==> src/rtl/id_ex_pipe_reg_pkg.sv <==
// Shared opcodes and payload field layout for the StupidCPU ID->EX stage.
// Payload order, MSB first: {pc, aluop, alusel, reg1, reg2, imm}.
package id_ex_pipe_reg_pkg;

  localparam logic [7:0] INST_NOP   = 8'h00;
  localparam logic [7:0] INST_LOAD  = 8'h20;
  localparam logic [7:0] INST_SAVE  = 8'h21;
  localparam logic [2:0] ALUSEL_NOP = 3'b000;

  typedef enum logic {
    HZ_CONSERVATIVE = 1'b0,
    HZ_PRECISE      = 1'b1
  } hazard_mode_e;

  function automatic int imm_lsb();
    return 0;
  endfunction

  function automatic int reg2_lsb(input int data_w);
    return data_w;
  endfunction

  function automatic int reg1_lsb(input int data_w);
    return 2 * data_w;
  endfunction

  function automatic int alusel_lsb(input int data_w);
    return 3 * data_w;
  endfunction

  function automatic int aluop_lsb(input int data_w, input int sel_w);
    return 3 * data_w + sel_w;
  endfunction

  function automatic int pc_lsb(input int data_w, input int op_w, input int sel_w);
    return 3 * data_w + sel_w + op_w;
  endfunction

endpackage

==> src/rtl/id_ex_pipe_reg_skid_buf.sv <==
// Output register plus optional skid entry with a valid/ready handshake.
// The tag sideband is only reported at the moment an entry enters the output register.
module pipe_skid_buf #(
  parameter int              W       = 8,
  parameter int              TAG_W   = 1,
  parameter int              SKID    = 1,
  parameter logic [W-1:0]    RST_VAL = '0
) (
  input  logic             clk,
  input  logic             rst_n,
  input  logic             clr_i,
  input  logic             in_valid_i,
  output logic             in_ready_o,
  input  logic [W-1:0]     in_data_i,
  input  logic [TAG_W-1:0] in_tag_i,
  output logic             out_valid_o,
  input  logic             out_ready_i,
  output logic [W-1:0]     out_data_o,
  output logic             load_o,
  output logic [TAG_W-1:0] load_tag_o
);

  logic             out_valid_q, out_valid_d;
  logic [W-1:0]     out_q, out_d;
  logic             skid_valid_q, skid_valid_d;
  logic [W-1:0]     skid_q, skid_d;
  logic [TAG_W-1:0] skid_tag_q, skid_tag_d;
  logic             push_s;
  logic             out_free_s;

  assign in_ready_o  = (SKID != 0) ? !skid_valid_q : (!out_valid_q | out_ready_i);
  assign push_s      = in_valid_i & in_ready_o;
  assign out_free_s  = !out_valid_q | out_ready_i;
  assign out_valid_o = out_valid_q;
  assign out_data_o  = out_q;
  assign load_o      = !clr_i & out_free_s & (skid_valid_q | push_s);
  assign load_tag_o  = skid_valid_q ? skid_tag_q : in_tag_i;

  // Next-state: a held skid entry always drains before any new input, preserving order.
  always_comb begin
    out_valid_d  = out_valid_q;
    out_d        = out_q;
    skid_valid_d = skid_valid_q;
    skid_d       = skid_q;
    skid_tag_d   = skid_tag_q;
    if (clr_i) begin
      out_valid_d  = 1'b0;
      out_d        = RST_VAL;
      skid_valid_d = 1'b0;
      skid_d       = RST_VAL;
      skid_tag_d   = '0;
    end else if (out_free_s) begin
      out_valid_d  = skid_valid_q | push_s;
      skid_valid_d = 1'b0;
      if (skid_valid_q) begin
        out_d = skid_q;
      end else if (push_s) begin
        out_d = in_data_i;
      end else begin
        out_d = out_q;
      end
    end else if (push_s && (SKID != 0)) begin
      skid_valid_d = 1'b1;
      skid_d       = in_data_i;
      skid_tag_d   = in_tag_i;
    end else begin
      skid_valid_d = skid_valid_q;
    end
  end

  // State registers.
  always_ff @(posedge clk or negedge rst_n) begin
    if (!rst_n) begin
      out_valid_q  <= 1'b0;
      out_q        <= RST_VAL;
      skid_valid_q <= 1'b0;
      skid_q       <= RST_VAL;
      skid_tag_q   <= '0;
    end else begin
      out_valid_q  <= out_valid_d;
      out_q        <= out_d;
      skid_valid_q <= skid_valid_d;
      skid_q       <= skid_d;
      skid_tag_q   <= skid_tag_d;
    end
  end

endmodule

==> src/rtl/id_ex_pipe_reg.sv <==
// ID->EX pipeline stage: handshake/skid buffering, flush, and load-use hazard tracking.
// Flush clears the payload path only; an outstanding mem op predates the branch.
module id_ex_pipe_reg
  import id_ex_pipe_reg_pkg::*;
#(
  parameter int DATA_W      = 32,
  parameter int REG_ADDR_W  = 5,
  parameter int OP_W        = 8,
  parameter int SEL_W       = 3,
  parameter int SKID        = 1,
  parameter int HAZARD_MODE = 1,
  parameter int PAYLOAD_W   = 4 * DATA_W + OP_W + SEL_W
) (
  input  logic                  clk,
  input  logic                  rst,
  input  logic                  in_valid,
  output logic                  in_ready,
  input  logic [PAYLOAD_W-1:0]  in_payload,
  input  logic [REG_ADDR_W-1:0] in_wd,
  input  logic                  in_wreg,
  input  logic                  in_is_mem,
  input  logic [REG_ADDR_W-1:0] in_rs1,
  input  logic                  in_rs1_en,
  input  logic [REG_ADDR_W-1:0] in_rs2,
  input  logic                  in_rs2_en,
  input  logic                  flush,
  input  logic                  load_done,
  output logic                  out_valid,
  input  logic                  out_ready,
  output logic [PAYLOAD_W-1:0]  out_payload,
  output logic [REG_ADDR_W-1:0] out_wd,
  output logic                  out_wreg,
  output logic                  stall_req
);

  localparam int ALUOP_LSB  = aluop_lsb(DATA_W, SEL_W);
  localparam int ALUSEL_LSB = alusel_lsb(DATA_W);
  localparam int BUF_W      = PAYLOAD_W + REG_ADDR_W + 1;
  localparam int TAG_W      = REG_ADDR_W + 1;

  localparam logic [PAYLOAD_W-1:0] RST_PAYLOAD =
      (PAYLOAD_W'(OP_W'(INST_NOP)) << ALUOP_LSB) |
      (PAYLOAD_W'(SEL_W'(ALUSEL_NOP)) << ALUSEL_LSB);
  localparam logic [BUF_W-1:0] BUF_RST = {1'b0, {REG_ADDR_W{1'b0}}, RST_PAYLOAD};

  logic                  pending_q, pending_d;
  logic [REG_ADDR_W-1:0] pend_wd_q, pend_wd_d;
  logic                  rs1_hit_s, rs2_hit_s, hazard_s;
  logic                  buf_ready_s, buf_load_s, buf_out_valid_s;
  logic [BUF_W-1:0]      buf_out_s;
  logic [TAG_W-1:0]      load_tag_s;

  assign rs1_hit_s = in_rs1_en & (in_rs1 == pend_wd_q) & (pend_wd_q != {REG_ADDR_W{1'b0}});
  assign rs2_hit_s = in_rs2_en & (in_rs2 == pend_wd_q) & (pend_wd_q != {REG_ADDR_W{1'b0}});
  assign hazard_s  = pending_q & in_valid &
                     ((HAZARD_MODE == int'(HZ_PRECISE)) ? (rs1_hit_s | rs2_hit_s) : 1'b1);

  assign in_ready  = buf_ready_s & !hazard_s;
  assign stall_req = hazard_s;

  pipe_skid_buf #(
    .W       (BUF_W),
    .TAG_W   (TAG_W),
    .SKID    (SKID),
    .RST_VAL (BUF_RST)
  ) u_buf (
    .clk         (clk),
    .rst_n       (rst),
    .clr_i       (flush),
    .in_valid_i  (in_valid & !hazard_s),
    .in_ready_o  (buf_ready_s),
    .in_data_i   ({in_wreg, in_wd, in_payload}),
    .in_tag_i    ({in_is_mem, in_wd}),
    .out_valid_o (buf_out_valid_s),
    .out_ready_i (out_ready),
    .out_data_o  (buf_out_s),
    .load_o      (buf_load_s),
    .load_tag_o  (load_tag_s)
  );

  assign out_valid   = buf_out_valid_s;
  assign out_payload = buf_out_s[PAYLOAD_W-1:0];
  assign out_wd      = buf_out_s[PAYLOAD_W +: REG_ADDR_W];
  assign out_wreg    = buf_out_s[BUF_W-1] & buf_out_valid_s;

  // A mem op issuing this cycle wins over a same-cycle load_done of the older one.
  always_comb begin
    pending_d = pending_q;
    pend_wd_d = pend_wd_q;
    if (buf_load_s && load_tag_s[TAG_W-1]) begin
      pending_d = 1'b1;
      pend_wd_d = load_tag_s[REG_ADDR_W-1:0];
    end else if (load_done) begin
      pending_d = 1'b0;
    end else begin
      pending_d = pending_q;
    end
  end

  // Hazard tracking registers.
  always_ff @(posedge clk or negedge rst) begin
    if (!rst) begin
      pending_q <= 1'b0;
      pend_wd_q <= {REG_ADDR_W{1'b0}};
    end else begin
      pending_q <= pending_d;
      pend_wd_q <= pend_wd_d;
    end
  end

endmodule
==> config.mk <==
export PLATFORM = sky130hd
export DESIGN_NAME = id_ex_pipe_reg
export DESIGN_NICKNAME = d
export VERILOG_FILES = /design/src/rtl/id_ex_pipe_reg_pkg.sv /design/src/rtl/id_ex_pipe_reg_skid_buf.sv /design/src/rtl/id_ex_pipe_reg.sv
export SDC_FILE = /design/constraint.sdc
export NUM_CORES = 1
export LEC_CHECK = 0
export CAP_MARGIN = 20
export CORE_UTILIZATION = 62
export CTS_BUF_LIST = sky130_fd_sc_hd__clkbuf_4
export DETAILED_ROUTE_END_ITERATION = 8
export DONT_BUFFER_PORTS = 1
export PLACE_DENSITY = 0.78
export SYNTH_ARGS = -nofsm -noshare
export SYNTH_HDL_FRONTEND = slang
export SYNTH_SLANG_ARGS = --single-unit
==> constraint.sdc <==
create_clock -name clk -period 3.7 [get_ports clk]
set_clock_uncertainty 0.2 [all_clocks]
set_input_delay 0.185 -clock clk [delete_from_list [all_inputs] [get_ports clk]]
set_output_delay 0.185 -clock clk [all_outputs]
set_load 0.005 [all_outputs]
-- Yosys cells after proc, flatten, opt, wreduce, memory -nomap -nowiden
Index checks and enable logic that the tools add are counted.
- output and inout port bits: 148
- register bits after elaboration: 304
- RAM bits: 0
- ROM bits: 0
- bits in latches: 0
- word-level logic and storage cells: 55
- bits of input ports: 164
- memories kept: 0
- order comparisons: 0
- div/mod/pow operators: 0
- bitwise gates (word level): 15
- reductions and logical operators: 13
- shifts and indexed selects: 0
- eq/ne operators: 3
- multipliers: 0
- multiplexer cells: 17
- add/subtract/negate cells: 0
- operator list (operator ; number):
    $mux W145 ; 6
    $mux W6 ; 4
    $and A1 B1 Y1 ; 12
    $eq A5 B5 Y1 ; 2
    $mux W1 ; 7
    $reduce_bool A2 Y1 ; 3
    $reduce_bool A3 Y1 ; 2
    $reduce_bool A5 Y1 ; 1
    $logic_not A1 Y1 ; 4
    $reduce_and A2 Y1 ; 2
    $or A1 B1 Y1 ; 3
    $ne A2 B2 Y1 const B ; 1
    $logic_and A1 B1 Y1 ; 1

-- Logic depth before layout (Yosys ltp)
Gate-level depths: netlist (run 1).
- word-level depth: 12
- depth in mapped cells: 8
- gate-level depth less buffers: 6

-- Cells and area by module
Synthesis (run 1) repeated with hierarchy kept, for this count alone.
- cell total of the unflattened synthesis: 1193
- area total of the unflattened synthesis: 13072.5 um2
- modules (own cells, without submodules) (module ; area an instance (um2) ; cells each ; times used):
    pipe_skid_buf ; 12689.7 ; 1156 ; 1
    id_ex_pipe_reg ; 382.9 ; 37 ; 1

-- Worst setup path before layout (run 1)
OpenSTA, ideal clock, no wires.
- path type: reg2reg
- start point: reg pend_wd_q[0]
- end point: reg u_buf.out_q[100] (netlist: u_buf.out_data_o[100])
- path buffers: 2
- arrival: 1936 ps
- slack: 1441 ps
- stages on the path, launching flop included: 8
- cells stage by stage: dfrtp_1 -> or4_1 -> o21ai_1 -> nand2b_1 -> nand3_1 -> buf_2 -> buf_2 -> o221a_2
- cells in the longest elaborated chain, start to end: 10
- elaborated cells between the ends (all ways): 14
- classes of those cells: eq/ne: 2; bitwise: 8; reduce/logical: 4
- RTL lines (item ; line ; source):
    start, declared ; id_ex_pipe_reg.sv:47 ; logic [REG_ADDR_W-1:0] pend_wd_q, pend_wd_d;
    start signal, assigned ; id_ex_pipe_reg.sv:104 ; pend_wd_q <= {REG_ADDR_W{1'b0}};
    start signal, assigned ; id_ex_pipe_reg.sv:107 ; pend_wd_q <= pend_wd_d;
    $eq A5 B5 Y1 (on tied branches) ; id_ex_pipe_reg.sv:53, id_ex_pipe_reg.sv:54 ;
    $and A1 B1 Y1 (on tied branches) (2 in series) ; id_ex_pipe_reg.sv:53, id_ex_pipe_reg.sv:54 ;
    $or A1 B1 Y1 * ; id_ex_pipe_reg.sv:56 ; ((HAZARD_MODE == int'(HZ_PRECISE)) ? (rs1_hit_s | rs2_hit_s) : 1'b1);
    $and A1 B1 Y1 * ; id_ex_pipe_reg.sv:55 ; assign hazard_s = pending_q & in_valid &
    $logic_not A1 Y1 * ; id_ex_pipe_reg.sv:70 ; .in_valid_i (in_valid & !hazard_s),
    $and A1 B1 Y1 * ; id_ex_pipe_reg.sv:70 ;
    $and A1 B1 Y1 * ; id_ex_pipe_reg_skid_buf.sv:32 ; assign push_s = in_valid_i & in_ready_o;
    $reduce_bool A3 Y1 (no source line) * ; n/a ;
    $reduce_and A2 Y1 (no source line) * ; n/a ;
    end signal, assigned ; id_ex_pipe_reg_skid_buf.sv:81 ; out_q <= out_d;
    end, declared ; id_ex_pipe_reg_skid_buf.sv:24 ; logic [W-1:0] out_q, out_d;
Mark *: on every way between the ends. The rest lies on a longest branch, timed or not.
A chain may end at the register's enable or synchronous reset.

-- Worst setup path in the final report (run 1)
- start point: reg pend_wd_q[0]
- end point: reg u_buf.skid_q[63]
- cells in the longest elaborated chain, start to end: 10
- elaborated cells between the ends (all ways): 14
- classes of those cells: eq/ne: 2; bitwise: 8; reduce/logical: 4
- RTL lines (item ; line ; source):
    $eq A5 B5 Y1 (on tied branches) ; id_ex_pipe_reg.sv:53, id_ex_pipe_reg.sv:54 ;
    $and A1 B1 Y1 (on tied branches) (2 in series) ; id_ex_pipe_reg.sv:53, id_ex_pipe_reg.sv:54 ;
    $or A1 B1 Y1 * ; id_ex_pipe_reg.sv:56 ;
    $and A1 B1 Y1 * ; id_ex_pipe_reg.sv:55 ;
    $logic_not A1 Y1 * ; id_ex_pipe_reg.sv:70 ;
    $and A1 B1 Y1 * ; id_ex_pipe_reg.sv:70 ;
    $and A1 B1 Y1 * ; id_ex_pipe_reg_skid_buf.sv:32 ;
    $reduce_bool A2 Y1 (no source line) * ; n/a ;
    $reduce_and A2 Y1 (no source line) * ; n/a ;
    end signal, assigned ; id_ex_pipe_reg_skid_buf.sv:83 ; skid_q <= skid_d;
    end, declared ; id_ex_pipe_reg_skid_buf.sv:26 ; logic [W-1:0] skid_q, skid_d;
Marks and branches as above.

==> out/metrics.yaml, run 1 <==
timing:
  post-route-period-util_pct: 89.6
  worst_slack_ps: 385
  relSlewSlack_pct: 50.7
  post-route-min-period_ps: 3310
  fmax_ghz: 0.302
  rsz0062_at_grt: "no"
  whs_ps: -972
  tns_ps: 0
  slew_violations: 0
  finalSetupViolations: 0
  hold_viol: 299
  tightest_slew_ps: 736
setup_path:
  critPathArrivalTime_ps: 3690
  required_ps: 4070
  crit_type: "flip-flop to flip-flop"
  rr_worst_depth: 7
  cp-start-kind: "flip-flop"
  critPathMaxFanout: 121
  end_kind: "flip-flop"
global_routing:
  grt-ovfl-total: 0
  antenna_found_initial: 3
  grt_pass1_vias: 10200
  grt_pass1_wl_mm: 53.8
  grt_usage_pct: 30.8
  grt_max_degree: 300
cts:
  htree_levels: 3
  cts_hold_buf: 211
  cts_made_buffers: 77
  cts_resized: 0
  cts_tree: "built"
  cts_max_path_buffers: 3
  cts_setup_buffers: 0
  root_buffer: "clkbuf_4"
  clkTransAtPathRegs_ps: 60
  cts_num_sinks: 299
  worstSkewPairLatency_ps: 640
die:
  floorplan.die_area_sq_mm: 0.0222
  start_util_pct: 63.5
  io_pins: 312
  die_w_um: 149
  num_rows: 53
  coreArea_sq_mm: 0.0211
  die_h_um: 149
layout:
  utilization_pct: 73.7
  area_growth_pct: 16.0
  n_fill_cell: 1270
  drive_gt1_share_pct: 21.7
  fin_cells: 1560
  finalNetCount: 1399
  postLayoutCellArea_sq_mm: 0.0155
yosys:
  synth_top_family_by_area: "compound AO/OA/AOI/OAI gates"
  post_synth_num_cell_types: 29
  netlist_instances: 1172
  synth_flop_cell: "dfrtp_1"
  netlist_top_cells_count: "dfrtp_1, nor2_1, buf_4, a22o_1, o221a_2"
  synth.net_count: 1336
  synth_area_leaders: "dfrtp_1, o221a_2, a22o_1"
  seq_area_frac_synth_pct: 55.9
  synth_top_cell_by_area: "dfrtp_1"
  synth-seq-cells: 299
  synth_top_area_share_pct: 55.9
  synthArstFlopShare_pct: 100
  synth_edf_count: 0
  yosysWarningCount: 0
  synthSimpleGateAreaFrac_pct: 8.78
  avgSynthCellArea_sq_um: 11.4
  synthAdderAreaFrac_pct: 0
  synth.most_common_cell: "dfrtp_1"
  syn_area_sq_mm: 0.0134
  synthXorXnorAreaFrac_pct: 0.654
  synthMuxAreaShare_pct: 0.449
  synth_compound_area_share_pct: 22.5
power:
  p_leak_nw: 7.67
  power_mw: 7.25
  irDropWorstVdd_mv: 0.266
  powerDensity_mw_per_mm2: 467
status:
  violations: "hold timing"
  status: "complete, but fails checks"
detailed_routing:
  vias: 9893
  postRouteAntennaNets: 0
  routed_wl_mm: 34.5
  highest_layer: "met4"
  wl_met2_mm: 16.7
  drt_iter0_drc: 1057
  wl_met1_mm: 13.3
  wl_per_cell_um: 22.1
  vias_per_cell: 6.34
  wl_met3_mm: 3.13
  dr.pass1.iters: 6
  drc: 0
placement:
  post-dp-hpwl_mm: 17.3
  place_area_sq_mm: 0.0124
  place.gp.congestion: 0.802
  portBuffers: 0
  dp_cells: 1219
  dp_worst_setup_slack_ps: 724
job:
  maxCapViolCount: 0
min_path:
  hp-class: "primary input to async pin"
[per-layer routing]
metal / track usage [%] / vias up
met1: 39.2 / 4932
li1: - / 4273
met2: 47.7 / 584
met4: 17.0 / 0
met3: 8.53 / 104
met5: 0 / -
[worst max-delay path, stage by stage, from the launching register on]
cell           delay (ps)
dfrtp_1               430
or4_1                 540
o21ai_1               190
nor2b_1               120
nor4b_4               340
buf_12                400
a22o_1                250
dlygate4sd3_1         590
[worst paths after layout]
| path | from | to | slack [ps] |
|---|---|---|---|
| setup / recovery | pend_wd_q[0]$_DFFE_PN0P_ | u_buf.skid_q[63]$_DFFE_PN0P_ | 390 |
| hold / removal | rst | u_buf.out_data_o[98]$_DFFE_PN0P_ | -970 |
| setup reg to reg | pend_wd_q[0]$_DFFE_PN0P_ | u_buf.skid_q[63]$_DFFE_PN0P_ | 390 |
| hold reg to reg | u_buf.skid_q[60]$_DFFE_PN0P_ | u_buf.skid_q[60]$_DFFE_PN0P_ | 300 |
| max in group asynchronous | rst | u_buf.skid_q[138]$_DFFE_PN0P_ | 3960 |
| min in group clk | in_payload[2] | u_buf.skid_q[2]$_DFFE_PN0P_ | 50 |
[cells by family after synthesis]
logic type	after synthesis
flops	299
simple gates	304
buf+inv	244
compound gates	309
mux	6
xor+xnor	10
[layout by cell type (no fill, tap or decap), types with 2 or more instances in the layout]
cell type,n
bufinv_16,3
nand2_1,4
nor2b_1,2
a21oi_1,7
buf_4,7
nand4_1,2
buf_12,7
mux2i_1,6
and2_1,2
xnor2_1,10
a211oi_2,4
clkinv_1,12
o221a_2,140
inv_1,2
diode_2,3
clkbuf_4,109
o21ai_0,2
a31oi_1,5
dlygate4sd3_1,211
nor2_1,288
dfrtp_1,299
a22o_1,146
[registers in the layout, summed over array words and instances, names as in the netlist]
name,cells
u_buf.out_valid_o,1
u_buf.skid_tag_q,6
u_buf.skid_valid_q,1
pend_wd_q,5
u_buf.skid_q,140
u_buf.out_data_o,145
pending_q,1
[power by group]
part,switching [mW],leakage (nW),internal (mW)
clock,1.30,0.571,1.55
combinational,0.365,3.09,0.390
sequential,0.186,4.01,3.46
total,1.85,7.67,5.40
[layout make-up]
cell class                 count  area (sq um)  area share (%)
tap                          275           344            2.22
inverter                       2          7.51          0.0483
timing repair buffer         226          2330            15.0
multi-input combinational    629          4400            28.3
clock inverter                17           144           0.926
antenna                        3          7.51          0.0483
sequential                   299          7480            48.2
clock buffer                 109           818            5.27
(Power assumes the default switching activity.)
==> run 2, diff against run 1 <==
- clock period: 3.7 -> 4.25 ns (I/O delays scaled with it)
==> run 2 against run 1 <==
The run still ends with hold timing left. Core utilization shrank 3.0 points. Total power is 14% lower. Via count decreased by 4.3%. Sequential power decreased by 13%. Worst setup slack gained 800 ps. Clock-buffer cell count is 2 lower. Hold slack improved by 27 ps. Final area shrank 4.1%. Clock power is 14% lower. Global-route usage shrank 1.8 points. Critical path type unchanged.
==> out/metrics.yaml, run 2 (synthesized netlist as in run 1, its figures left out) <==
timing:
  finalSetupViolations: 0  # unchanged
  hold_viol: 299  # unchanged
  fmax_ghz: 0.326  # +8.2%
  rsz0062_at_grt: "no"
  tightest_slew_ps: 840  # +104 ps
  post-route-min-period_ps: 3060  # -251 ps
  post-route-period-util_pct: 72.1  # -17 points
  tns_ps: 0  # unchanged
  whs_ps: -945  # +27.3 ps
  slew_violations: 0  # unchanged
  relSlewSlack_pct: 44.0  # -6.7 points
min_path:
  hp-class: "primary input to async pin"
status:
  violations: "hold timing"
  status: "complete, but fails checks"
power:
  powerDensity_mw_per_mm2: 419  # -10%
  swShare_pct: 25.3  # -0.20 points
  irDropWorstVdd_mv: 0.240  # -9.7%
  p_leak_nw: 7.27  # -5.2%
  switchingPower_mw: 1.58  # -15%
  p_seq_share_pct: 50.8  # +0.5 points
  p_clk_share_pct: 39.3  # about the same
  internal_power_mw: 4.66  # -14%
  p_comb_share_pct: 9.9  # -0.5 points
global_routing:
  grt_pass1_vias: 9582  # -5.8%
  grt_pass1_wl_mm: 51.2  # -4.9%
  grt-ovfl-total: 0  # unchanged
  grt_usage_pct: 29.0  # -1.8 points
  grt_max_degree: 300  # unchanged
  antenna_found_initial: 2  # -1
cts:
  cts_hold_buf: 157  # -26%
  htree_levels: 3  # unchanged
  cts_resized: 0  # unchanged
  cts_num_sinks: 299  # unchanged
  root_buffer: "clkbuf_4"
  clkTransAtPathRegs_ps: 70  # about the same
  cts_made_buffers: 76  # -1.3%
  cts_max_path_buffers: 3  # unchanged
  cts_setup_buffers: 0  # unchanged
  cts_tree: "built"
  worstSkewPairLatency_ps: 650  # about the same
detailed_routing:
  postRouteAntennaNets: 0  # unchanged
  vias_per_cell: 6.33  # -0.19%
  drc: 0  # unchanged
  wl_per_cell_um: 21.5  # -2.5%
  drt_iter0_drc: 823  # -22%
  vias: 9469  # -4.3%
  dr.pass1.iters: 5  # -1
  routed_wl_mm: 32.2  # -6.5%
job:
  maxCapViolCount: 0  # unchanged
layout:
  mostFrequentLayoutCells: "dfrtp_1, nor2_1, dlygate4sd3_1"
  finalNetCount: 1339  # -4.3%
  seq_area_sq_mm: 0.00748  # unchanged
  largest_register_ffs: 145  # unchanged
  n_fill_cell: 1370  # +7.9%
  multi_input_area_sq_mm: 0.00440  # unchanged
  area_growth_pct: 11.3
  fin_cells: 1496  # -4.1%
  drive_gt1_share_pct: 22.4  # +0.69 points
  layout_commonest_cell: "dfrtp_1"
placement:
  post-dp-hpwl_mm: 16.9  # -2.2%
  portBuffers: 0  # unchanged
  place.gp.congestion: 0.791  # -1.4%
  dp_cells: 1215  # -0.33%
setup_path:
  critPathMaxFanout: 72  # -40%
  cp-start-kind: "flip-flop"
  end_kind: "flip-flop"
  crit_type: "flip-flop to flip-flop"
  critPathArrivalTime_ps: 3410  # -280 ps
  required_ps: 4600  # +530 ps
die:
  coreArea_sq_mm: 0.0211  # unchanged
  floorplan.die_area_sq_mm: 0.0222  # unchanged
  io_pins: 312  # unchanged
  start_util_pct: 63.5  # unchanged
  num_rows: 53  # unchanged
  die_h_um: 149  # unchanged
  die_w_um: 149  # unchanged
-- run 2: path summary, 6_finish.rpt --
check	start	to	slack, ps	cells after the start
max reg2reg	pend_wd_q[3]$_DFFE_PN0P_	u_buf.skid_q[99]$_DFFE_PN0P_	1190	7
min	rst	u_buf.out_data_o[43]$_DFFE_PN0P_	-940	0
min reg2reg	u_buf.skid_q[138]$_DFFE_PN0P_	u_buf.skid_q[138]$_DFFE_PN0P_	310	1
min in group clk	flush	u_buf.out_data_o[15]$_DFFE_PN0P_	40	3
max	pend_wd_q[3]$_DFFE_PN0P_	u_buf.skid_q[99]$_DFFE_PN0P_	1190	7
max in group asynchronous	rst	u_buf.skid_tag_q[3]$_DFFE_PN0P_	4270	0
-- run 2: per-stage QoR --
| stage | power, mW | setup slack, ps | utilization (%) | instance area (sq um) |
|---|---|---|---|---|
| floorplan | 3.71 | 1990 | - | 13400 |
| global placement | 3.64 | 1350 | 58.7 | 12400 |
| detailed placement | 3.65 | 1290 | 58.7 | 12400 |
| CTS | 6.27 | 1210 | 70.7 | 14900 |
| global route | 6.51 | 1040 | 70.7 | 14900 |
| finish | 6.24 | 1190 | 70.7 | 14900 |
-- run 2: critical path: stages, from the launching register on --
cell and delay (ps):
dfrtp_1 430, xnor2_1 240, nand4_1 140, o22ai_1 400, nand2b_1 250, a41oi_4 310
buf_4 670, a22o_1 280
-- run 2: power by group through the flow --
| stage | logic (mW) | clock network (mW) | registers, mW |
|---|---|---|---|
| after detailed placement | 0.436 | 0 | 3.22 |
| after global placement | 0.420 | 0 | 3.21 |
| final | 0.617 | 2.45 | 3.17 |
| after global routing | 0.664 | 2.66 | 3.19 |
| after CTS | 0.607 | 2.50 | 3.17 |
| after floorplan | 0.570 | 0 | 3.14 |
-- run 2: per-layer routing --
metal | routed length (um) | global-route usage [%] | up-vias
li1 | - | - | 4153
met4 | 989 | 11.6 | 2
met2 | 15300 | 44.8 | 458
met3 | 2730 | 8.23 | 67
met5 | 10 | 0 | -
met1 | 13200 | 38.6 | 4789
-- run 2: cell type report --
type / count / area share, %
Antenna cell: 1 / 0.0168
Clock buffer: 107 / 5.39
Clock inverter: 16 / 0.940
Inverter: 2 / 0.0504
Multi-Input combinational cell: 629 / 29.5
Sequential cell: 299 / 50.2
Tap cell: 275 / 2.31
Timing Repair Buffer: 167 / 11.6
